**src/rtl/cpu_pkg.sv**
```systemverilog
// Shared pipeline definitions: forwarding mux select codes and the per-stage
// destination-register metadata record carried by the hazard shadow pipeline.
package cpu_pkg;

  localparam int REG_W = 5;

  localparam logic [1:0] FWD_RF  = 2'b00;
  localparam logic [1:0] FWD_WB  = 2'b01;
  localparam logic [1:0] FWD_MEM = 2'b10;

  typedef struct packed {
    logic [REG_W-1:0] dest;
    logic             rw;
    logic             mr;
  } stage_meta_t;

  localparam stage_meta_t META_BUBBLE = '0;

endpackage

```
**src/rtl/fwd_sel.sv**
```systemverilog
// Operand forwarding comparator: picks MEM, WB or register-file source for one
// ALU operand from the producer metadata sitting in the MEM and WB stages.
module fwd_sel #(
  parameter int REG_W = cpu_pkg::REG_W
) (
  input  logic [REG_W-1:0] src,
  input  logic [REG_W-1:0] mem_dest,
  input  logic             mem_rw,
  input  logic [REG_W-1:0] wb_dest,
  input  logic             wb_rw,
  output logic [1:0]       sel
);
  import cpu_pkg::*;

  logic mem_hit;
  logic wb_hit;

  // Register 0 is hardwired, so a write to it must never be forwarded.
  assign mem_hit = mem_rw && (mem_dest != '0) && (mem_dest == src);
  assign wb_hit  = wb_rw  && (wb_dest  != '0) && (wb_dest  == src);

  always_comb begin
    // NOTE: assign a default before any branch so no path leaves sel unassigned (no latch).
    sel = FWD_RF;
    if (mem_hit)     sel = FWD_MEM;
    else if (wb_hit) sel = FWD_WB;
  end

endmodule

```
**src/rtl/fwd_ctrl_unit.sv**
```systemverilog
// Forwarding and load-use hazard controller: shadows EX/MEM/WB destination
// metadata, drives operand mux selects, and stalls one cycle on load-use.
module fwd_ctrl_unit #(
  parameter int REG_W = cpu_pkg::REG_W,
  parameter int CNT_W = 16
) (
  input  logic             clk,
  input  logic             rst_n,
  input  logic [REG_W-1:0] id_rs,
  input  logic [REG_W-1:0] id_rt,
  input  logic [REG_W-1:0] id_dest,
  input  logic             id_reg_write,
  input  logic             id_mem_read,
  input  logic             flush,
  output logic [1:0]       fwd_a,
  output logic [1:0]       fwd_b,
  output logic             stall,
  output logic [CNT_W-1:0] stall_cnt
);
  import cpu_pkg::*;

  logic [REG_W-1:0] ex_rs;
  logic [REG_W-1:0] ex_rt;
  stage_meta_t      ex_meta;
  stage_meta_t      mem_meta;
  stage_meta_t      wb_meta;
  logic             bubble;

  // A load in EX whose result the ID instruction needs cannot be forwarded in
  // time; a taken branch discards that consumer anyway, so flush suppresses it.
  assign stall = !flush && ex_meta.mr && (ex_meta.dest != '0) &&
                 ((ex_meta.dest == id_rs) || (ex_meta.dest == id_rt));

  assign bubble = stall || flush;

  always_ff @(posedge clk or negedge rst_n) begin
    // NOTE: sequential state uses non-blocking (<=) so all stages advance from the same pre-edge values.
    if (!rst_n) begin
      ex_rs    <= '0;
      ex_rt    <= '0;
      ex_meta  <= META_BUBBLE;
      mem_meta <= META_BUBBLE;
      wb_meta  <= META_BUBBLE;
    end else begin
      if (bubble) begin
        ex_rs   <= '0;
        ex_rt   <= '0;
        ex_meta <= META_BUBBLE;
      end else begin
        ex_rs   <= id_rs;
        ex_rt   <= id_rt;
        ex_meta <= '{dest: id_dest, rw: id_reg_write, mr: id_mem_read};
      end
      mem_meta <= ex_meta;
      wb_meta  <= mem_meta;
    end
  end

  always_ff @(posedge clk or negedge rst_n) begin
    if (!rst_n) begin
      stall_cnt <= '0;
    end else if (stall && (stall_cnt != '1)) begin
      stall_cnt <= stall_cnt + CNT_W'(1);
    end
  end

  fwd_sel #(.REG_W(REG_W)) u_fwd_a (
    .src      (ex_rs),
    .mem_dest (mem_meta.dest),
    .mem_rw   (mem_meta.rw),
    .wb_dest  (wb_meta.dest),
    .wb_rw    (wb_meta.rw),
    .sel      (fwd_a)
  );

  fwd_sel #(.REG_W(REG_W)) u_fwd_b (
    .src      (ex_rt),
    .mem_dest (mem_meta.dest),
    .mem_rw   (mem_meta.rw),
    .wb_dest  (wb_meta.dest),
    .wb_rw    (wb_meta.rw),
    .sel      (fwd_b)
  );

endmodule

```
**config.mk**
```make
export PLATFORM = sky130hd
export DESIGN_NAME = fwd_ctrl_unit
export DESIGN_NICKNAME = d
export VERILOG_FILES = /design/src/rtl/cpu_pkg.sv /design/src/rtl/fwd_sel.sv /design/src/rtl/fwd_ctrl_unit.sv
export SDC_FILE = /design/constraint.sdc
export NUM_CORES = 1
export LEC_CHECK = 0
export ABC_AREA = 0
export BUFFER_PORTS_ARGS = -buffer_cell sky130_fd_sc_hd__buf_2
export CORE_MARGIN = 10
export CORE_UTILIZATION = 30
export DETAILED_ROUTE_END_ITERATION = 7
export HOLD_SLACK_MARGIN = 0.03
export MAX_ROUTING_LAYER = met4
export PLACE_DENSITY = 0.54
export SLEW_MARGIN = 20
export SYNTH_ARGS = -nofsm -noshare
export SYNTH_HDL_FRONTEND = slang
export SYNTH_HIERARCHICAL = 1
export SYNTH_SLANG_ARGS = --single-unit
```
**constraint.sdc**
```tcl
create_clock -name clk -period 5 [get_ports clk]
set_clock_uncertainty 0.2 [all_clocks]
set_input_delay 0.5 -clock clk [delete_from_list [all_inputs] [get_ports clk]]
set_output_delay 0.5 -clock clk [all_outputs]
set_load 0.05 [all_outputs]
```
======== Yosys cells after proc, flatten, opt, wreduce, memory -nomap -nowiden ========
Index checks and enable logic that the tools add are counted.
storage, ports and cells
  register bits after elaboration ......... 45
  latch bits .............................. 0
  RAM bits ................................ 0
  ROM bits ................................ 0
  memories ................................ 0
cells by class
  $add $sub $neg .......................... 1
  multiply operators ...................... 0
  divide/modulo/power cells ............... 0
  magnitude comparators ................... 0
  equality and inequality tests ........... 7
  shift operators ......................... 0
  muxes and demuxes ....................... 7
  bitwise gates (word level) .............. 0
  reduce and logical (&&, ||, !) cells .... 16
operators by type and width
  operator                 count
  $eq A5 B5 Y1             6
  $add A16 B1 Y16 const B  1
  $ne A16 B16 Y1 const B   1
  $reduce_bool A5 Y1       3
  $logic_and A1 B1 Y1      10
  $mux W5                  2
  $mux W7                  1
  $mux W2                  2
  $logic_or A1 B1 Y1       2
  $mux W1                  2
  $logic_not A1 Y1         1

======== Depth between registers and ports, before layout ========
Gate-level depths: netlist of run 1.
  depth in word-level cells ............... 6
  depth in mapped cells ................... 7

======== Modules after synthesis ========
Netlist of run 1, hierarchy kept.
modules (own cells, without submodules)
  module         times used  cells each  area an instance (µm²)  sequential area each (µm²)
  fwd_ctrl_unit  1           147         1850.5                  1126.1
  fwd_sel        2           21          158.9                   0.0

======== Worst setup path before layout of run 1 ========
OpenSTA, ideal clock, no wires.
  path kind ............................... input port to output port
  start point ............................. in id_rs[4]
  end point ............................... out stall
  data arrival time ....................... 1639 ps
  path slack .............................. 2661 ps
  stages .................................. 5
  buffers on the path ..................... 1
  path through ............................ xnor2_1 -> nand3_1 -> o22ai_2 -> buf_2 -> and2_2
between the ends
  word-level cells in the longest chain between the ends .. 3
RTL lines
  item                 RTL line             text
  from (decl)          fwd_ctrl_unit.sv:9   input logic [REG_W-1:0] id_rs,
  $eq A5 B5 Y1         fwd_ctrl_unit.sv:32  ((ex_meta.dest == id_rs) || (ex_meta.dest == id_rt));
  $logic_or A1 B1 Y1   fwd_ctrl_unit.sv:32
  $logic_and A1 B1 Y1  fwd_ctrl_unit.sv:31  assign stall = !flush && ex_meta.mr && (ex_meta.dest != '0) &&
  to (decl)            fwd_ctrl_unit.sv:17  output logic stall,
No other way between the ends.

======== Final worst setup path of run 1 ========
  start point ............................. reg ex_meta[2] in the netlist's numbering
  end point ............................... out stall
between the ends
  word-level cells in the longest chain between the ends .. 3
  elaborated cells on any way between the ends .. 6
  classes of those cells .................. eq/ne: 2; reduce/logical: 4
RTL lines
  item                                                              RTL line                                  text
  from (decl)                                                       fwd_ctrl_unit.sv:24                       stage_meta_t ex_meta;
  from (signal assigned)                                            fwd_ctrl_unit.sv:52                       ex_meta <= '{dest: id_dest, rw: id_reg_write, mr: id_mem_read};
  $eq A5 B5 Y1 / $reduce_bool A5 Y1 (equally long branches)         fwd_ctrl_unit.sv:32, fwd_ctrl_unit.sv:31
  $logic_or A1 B1 Y1 / $logic_and A1 B1 Y1 (equally long branches)  fwd_ctrl_unit.sv:32, fwd_ctrl_unit.sv:31
  $logic_and A1 B1 Y1 *                                             fwd_ctrl_unit.sv:31
Every way passes the cells marked *; elsewhere a longest branch is shown, timed or not.

==> impl_metrics.env, run 1 <==
export IMPL_status="complete, no violations"
export IMPL_cellLeakagePower_nw=1.20
export IMPL_worstPathRequired_ns=4.30
export IMPL_synth_top_family_by_area="simple AND/OR/NAND/NOR gates"
export IMPL_ctsHoldBuffers=0
export IMPL_period_share_pct=60.1
export IMPL_routed_wl_um=4650
export IMPL_grt_pass1_wl_um=7710
export IMPL_synth_xor_area_share_pct=14.5
export IMPL_nets=254
export IMPL_cts_resized=0
export IMPL_first_pass_iters=4
export IMPL_start_util_pct=31.4
export IMPL_cp_top_family="compound AO/OA/AOI/OAI gates"
export IMPL_fin_area_um2=2600
export IMPL_p_total_mw=0.782
export IMPL_drt_iter0_drc=104
export IMPL_grt_start_max_net_pins=46
export IMPL_drtAntennaViolNets=0
export IMPL_fp_dieArea_um2=11000
export IMPL_hp_class="flip-flop to flip-flop"
export IMPL_dpl_cell_area_um2=2450
export IMPL_irDropWorstVdd_v=0.000145
export IMPL_worstHoldStart="ex_meta[1]$_DFF_PN0_"
export IMPL_gp_congestion=0.852
export IMPL_cts_buffers=5
export IMPL_root_buffer="clkbuf_8"
export IMPL_seq_area_frac_synth_pct=51.9
export IMPL_dieHeight_um=105
export IMPL_path_class="flip-flop to primary output"
export IMPL_antenna_found_initial=0
export IMPL_rrSetupSlack_ns=2.67
export IMPL_setup_tns_final_ns=0
export IMPL_final_common_cell="dfrtp_1"
export IMPL_slowest_stage="o22ai_2"
export IMPL_r2r_end="stall_cnt[1]$_DFFE_PN0P_"
export IMPL_final_cell_mix="dfrtp_1, buf_2, xnor2_1"
export IMPL_hpwlAfterDp_um=3570
export IMPL_start_kind="flip-flop"
export IMPL_netlist_instances=189
export IMPL_synth_nets=210
export IMPL_yosys_area_share_simple_pct=22.2
export IMPL_num_vias=1514
export IMPL_diodes=0
export IMPL_port_buffers=40
export IMPL_clkTransAtPathRegs_ns=0.09
export IMPL_clk_insertion_delay_late_ns=0.30
export IMPL_num_rows=30
export IMPL_drc=0
export IMPL_end_kind="primary output"
export IMPL_fmax_mhz=333
export IMPL_worstPathCellList="xnor2_1, nand3_1, o22ai_2, and2_2, buf_2"
export IMPL_cts_tree="done"
export IMPL_cts_path_max_buffers=2
export IMPL_slew_headroom_pct=45.0
export IMPL_hold_viol=0
export IMPL_syn_area_per_cell_um2=11.5
export IMPL_io_pins=41
export IMPL_max_stage_delay_ns=0.69
export IMPL_synth_mux_area_share_pct=2.08
export IMPL_synth_compound_area_share_pct=6.92
export IMPL_fin_crit_ns=3.00
export IMPL_wire_per_inst_um=14.1
export IMPL_setup_viol=0
export IMPL_synthToLayoutAreaGrowth_pct=20.0
export IMPL_drv_cap=0
export IMPL_grt_pass1_vias=1498
export IMPL_rr_startpoint="ex_meta[2]$_DFF_PN0_"
export IMPL_core_um2=6910
export IMPL_crit_arrival_ns=2.30
export IMPL_crit_buf_inv=1
export IMPL_ys_types=33
export IMPL_viasPerCell=4.59
export IMPL_track_usage_pct=8.91
export IMPL_p_per_area_nw_per_um2=300
export IMPL_worst_slew_pin_slew_ns=0.826
export IMPL_holdPathEnd="mem_meta[1]$_DFF_PN0_"
export IMPL_yosys_warnings=6
export IMPL_die_w_um=105
export IMPL_holdWs_ns=0.155
export IMPL_post_cts_buffers=0
export IMPL_reg2regPathDepth=5
export IMPL_path_max_fanout=19
export IMPL_overflow=0
export IMPL_hold_path_cell_count=0
export IMPL_slew_viol_final=0
export IMPL_synth_seq_cells=45
export IMPL_drive_above_1_share_pct=35.5
export IMPL_clock_sinks=45
export IMPL_rsz0062_at_grt="no"
export IMPL_synthAdderAreaFrac_pct=0.577
export IMPL_netlist_area_um2=2170
export IMPL_cts_max_level=2
sequential cells by signal (all words and copies together) (netlist names):
name and flops:
stall_cnt 16, ex_rt 5, ex_meta 7, wb_meta 6
ex_rs 5, mem_meta 6
cells in the mapped netlist:
cell      number  area share [%]
dfrtp_1       45              52
xnor2_1       30              12
and2_2        18             6.2
nand3_1       16             3.7
nand2_1       13             2.3
and3_1         8             2.3
nor2_1         6             1.0
nor3_1         6             1.4
xor2_1         6             2.4
a21oi_1        5             1.2
nand4_1        5             1.4
mux2_2         4             2.1
a211oi_2       2             1.2
and4_1         2            0.81
buf_4          2            0.69
nor3_2         2            0.92
nor4_1         2            0.58
o41ai_2        2             1.5
a21oi_2        1            0.40
a21oi_4        1            0.75
a41oi_1        1            0.40
and3b_1        1            0.40
buf_2          1            0.23
buf_6          1            0.52
clkbuf_1       1            0.17
ha_1           1            0.58
inv_2          1            0.17
nand2b_1       1            0.29
nor2b_1        1            0.29
o21ai_0        1            0.23
o21ai_4        1            0.75
o22ai_2        1            0.58
or4_4          1            0.52
worst register-to-register path: cells and delay by family (launching register included):
| family | cells | cell delay [ns] |
|---|---|---|
| simple gates | 2 | 0.34 |
| flops | 1 | 0.47 |
| mux | 1 | 0.32 |
| xor+xnor | 1 | 0.19 |
| compound gates | 1 | 0.69 |
worst max path at each step:
stage	endpoint	depth (start not counted)	from	slack [ns]
floorplan	stall	5	id_rs[4]	2.66
global placement	stall	6	id_rs[0]	2.22
detailed placement	stall	6	id_rs[0]	2.20
CTS	stall	5	ex_meta[2]$_DFF_PN0_	1.95
global route	stall	5	ex_meta[2]$_DFF_PN0_	1.84
finish	stall	5	ex_meta[2]$_DFF_PN0_	2.00
cells by family after synthesis:
group	after synthesis
buffers and inverters	6
DFF	45
and+or+nand+nor	82
xor gates and xnor gates	36
muxes	4
AOI/OAI and AO/OA	15
adders and majority gates	1
final cells by class:
class / instances / area, um2
inverter: 1 / 3.75
clock inverter: 3 / 50.0
timing repair buffer: 42 / 230
fill: 710 / 4300
tap: 96 / 120
sequential: 45 / 1130
multi-input combinational: 138 / 1000
clock buffer: 5 / 68.8
per-layer routing:
layer / wire length [um] / vias up / GRT usage (%) / part of all wire (%)
met1: 2050 / 736 / 10.6 / 44
met2: 2340 / 30 / 13.7 / 50
met3: 125 / 11 / 1.84 / 2.7
met5: 0 / - / - / 0
met4: 142 / 0 / 5.00 / 3.1
li1: - / 737 / - / -
power by group:
part | total, mW | switching [mW] | internal (mW)
sequential | 0.403 | 0.0228 | 0.380
combinational | 0.0960 | 0.0547 | 0.0414
clock | 0.283 | 0.130 | 0.153
through the flow:
step                      setup slack, ns  std cells  util (%)
after floorplan                      2.66        189         -
after global placement               2.22        320      35.5
after detailed placement             2.20        320      35.5
after CTS                            1.95        328      37.2
after global routing                 1.84        330      37.7
final                                2.00        330      37.7
(Power assumes the default switching activity.)
==> inputs of run 2 (changes only) <==
--- a/config.mk
+++ b/config.mk
@@ -12,7 +12,7 @@
 export DETAILED_ROUTE_END_ITERATION = 7
 export HOLD_SLACK_MARGIN = 0.03
 export MAX_ROUTING_LAYER = met4
-export PLACE_DENSITY = 0.54
+export PLACE_DENSITY = 0.56
 export SLEW_MARGIN = 20
 export SYNTH_ARGS = -nofsm -noshare
 export SYNTH_HDL_FRONTEND = slang
==> constraint.sdc (replaced) <==
create_clock -name clk -period 2.5 [get_ports clk]
set_clock_uncertainty 0.2 [all_clocks]
set_input_delay 0.25 -clock clk [delete_from_list [all_inputs] [get_ports clk]]
set_output_delay 0.25 -clock clk [all_outputs]
set_load 0.05 [all_outputs]
==> run 2 against run 1 <==
Effect of this change: power up 91%; first-iteration DRC count down 27%; non-clock buffer count up 21; combinational power up 130%; sequential share of layout area down 2.6 points; wire length up 7.6%; die area unchanged; utilization up 2.4 points; design area up 6.3%; critical path type unchanged; global-route usage up 0.57 points; sequential cell count unchanged; via count up 3.9%.
==> impl_metrics.env, run 2 (synthesis results as in run 1) <==
export IMPL_path_max_fanout=4
export IMPL_final_cell_mix="dfrtp_1, buf_2, xnor2_1"
export IMPL_p_total_mw=1.49
export IMPL_worst_slew_pin_slew_ns=0.433
export IMPL_max_stage_delay_ns=0.55
export IMPL_start_kind="flip-flop"
export IMPL_num_rows=30
export IMPL_rr_startpoint="ex_meta[4]$_DFF_PN0_"
export IMPL_gp_congestion=0.831
export IMPL_hpwlAfterDp_um=3730
export IMPL_fmax_mhz=409
export IMPL_slew_headroom_pct=71.1
export IMPL_crit_arrival_ns=1.99
export IMPL_rsz0062_at_grt="no"
export IMPL_viasPerCell=4.47
export IMPL_drt_iter0_drc=76
export IMPL_cts_buffers=5
export IMPL_track_usage_pct=9.47
export IMPL_grt_start_max_net_pins=30
export IMPL_status="complete, no violations"
export IMPL_end_kind="primary output"
export IMPL_grt_pass1_vias=1688
export IMPL_cts_max_level=2
export IMPL_swShare_pct=28.6
export IMPL_cts_tree="done"
export IMPL_p_int_mw=1.06
export IMPL_dieHeight_um=105
export IMPL_grt_pass1_wl_um=8300
export IMPL_worstPathRequired_ns=2.05
export IMPL_r2r_end="stall_cnt[1]$_DFFE_PN0P_"
export IMPL_setup_tns_final_ns=0
export IMPL_top_register="stall_cnt"
export IMPL_fin_cells=352
export IMPL_ff_latch_area_um2=1130
export IMPL_final_common_cell="dfrtp_1"
export IMPL_clk_insertion_delay_late_ns=0.30
export IMPL_routed_wl_um=5010
export IMPL_multi_input_area_um2=1000
export IMPL_cts_path_max_buffers=2
export IMPL_reg2regPathDepth=6
export IMPL_clkTransAtPathRegs_ns=0.09
export IMPL_port_buffers=40
export IMPL_hp_class="flip-flop to flip-flop"
export IMPL_drtAntennaViolNets=0
export IMPL_nets=275
export IMPL_reg_largest_list="stall_cnt x16, ex_meta x7"
export IMPL_drv_cap=0
export IMPL_period_share_pct=97.7
export IMPL_start_util_pct=31.4
export IMPL_slowest_stage="or4_4"
export IMPL_root_buffer="clkbuf_8"
export IMPL_largest_reg_flops=16
export IMPL_fp_dieArea_um2=11000
export IMPL_setup_viol=0
export IMPL_hold_viol=0
export IMPL_io_pins=41
export IMPL_rrSetupSlack_ns=0.25
export IMPL_overflow=0
export IMPL_path_class="flip-flop to primary output"
export IMPL_cellLeakagePower_nw=1.27
export IMPL_worstHoldStart="ex_meta[1]$_DFF_PN0_"
export IMPL_clock_sinks=45
export IMPL_core_um2=6910
export IMPL_worstPathCellList="or4_4, o21ai_4, inv_2, and2_2, buf_2"
export IMPL_nFillCells=711
export IMPL_first_pass_iters=4
export IMPL_p_switching_mw=0.426
export IMPL_drive_above_1_share_pct=34.1
export IMPL_die_w_um=105
export IMPL_p_per_area_nw_per_um2=538
export IMPL_p_seq_share_pct=54.0
export IMPL_holdPathEnd="mem_meta[1]$_DFF_PN0_"
export IMPL_hold_path_cell_count=0
export IMPL_cp_top_family="simple AND/OR/NAND/NOR gates"
export IMPL_drc=0
export IMPL_placed_cells=323
export IMPL_slew_viol_final=0
export IMPL_antenna_found_initial=1
export IMPL_num_vias=1573
export IMPL_clock_power_share_pct=31.5
export IMPL_crit_buf_inv=2
export IMPL_p_comb_share_pct=14.6
export IMPL_fin_crit_ns=2.44
export IMPL_wire_per_inst_um=14.2
export IMPL_synthToLayoutAreaGrowth_pct=27.6
export IMPL_irDropWorstVdd_v=0.000270
## run 2: changes by cell type in the layout (fill, tap and decap cells not counted)
| cell | previous run | this run |
|---|---|---|
| buf_12 | 1 | 0 |
| buf_4 | 0 | 5 |
| bufinv_16 | 1 | 0 |
| clkinvlp_4 | 0 | 1 |
| diode_2 | 0 | 1 |
| dlygate4sd3_1 | 1 | 18 |
| inv_6 | 0 | 1 |
| inv_8 | 1 | 0 |
## run 2: worst max path at each step
| stage | from | end | cells past startpoint |
|---|---|---|---|
| floorplan | stall_cnt[0]$_DFFE_PN0P_ | stall_cnt[1]$_DFFE_PN0P_ | 6 |
| global placement | ex_meta[4]$_DFF_PN0_ | stall_cnt[1]$_DFFE_PN0P_ | 5 |
| detailed placement | ex_meta[3]$_DFF_PN0_ | stall_cnt[1]$_DFFE_PN0P_ | 5 |
| CTS | ex_meta[3]$_DFF_PN0_ | stall | 5 |
| global route | ex_meta[4]$_DFF_PN0_ | stall | 5 |
| finish | ex_meta[4]$_DFF_PN0_ | stall | 5 |
## run 2: layout make-up
class | instances | area share (%)
flip-flops and latches | 45 | 40.7
multi-input cells | 138 | 36.3
repair buffers | 63 | 15.1
well taps | 96 | 4.34
clock buffers | 5 | 2.49
clock inverters | 3 | 0.904
inverters | 1 | 0.136
diodes | 1 | 0.0904
## run 2: routing by layer
layer | GRT usage, % | up-vias | part of all wire [%]
li1 | - | 778 | -
met1 | 10.6 | 767 | 44
met2 | 15.9 | 23 | 52
met3 | 1.90 | 5 | 2.6
met4 | 4.31 | 0 | 1.4
met5 | - | - | 0
## run 2: power by group through the flow
stage               Combinational, mW  Sequential [mW]  Clock [mW]
floorplan                       0.105            0.838           0
global placement                0.194            0.819           0
detailed placement              0.196            0.819           0
CTS                             0.218            0.805       0.484
global route                    0.239            0.811       0.515
finish                          0.217            0.804       0.469
## run 2: through the flow
step	util [%]	setup WS (ns)	hold slack [ns]	area, um2
floorplan	-	0.388	-0.246	2170
global placement	35.9	0.391	-0.0102	2480
detailed placement	35.9	0.366	-0.0101	2480
CTS	39.8	0.0337	0.159	2750
global route	40.1	0.00345	0.171	2770
finish	40.1	0.0573	0.155	2770
## run 2: repair_timing
| item | in CTS | in global routing |
|---|---|---|
| hold buffers | 18 | 0 |
| buffers inserted | 0 | 2 |
| resized for setup | 0 | 0 |
| endpoints found under the hold margin | 33 | 0 |
| endpoints found under the setup margin | 0 | 1 |
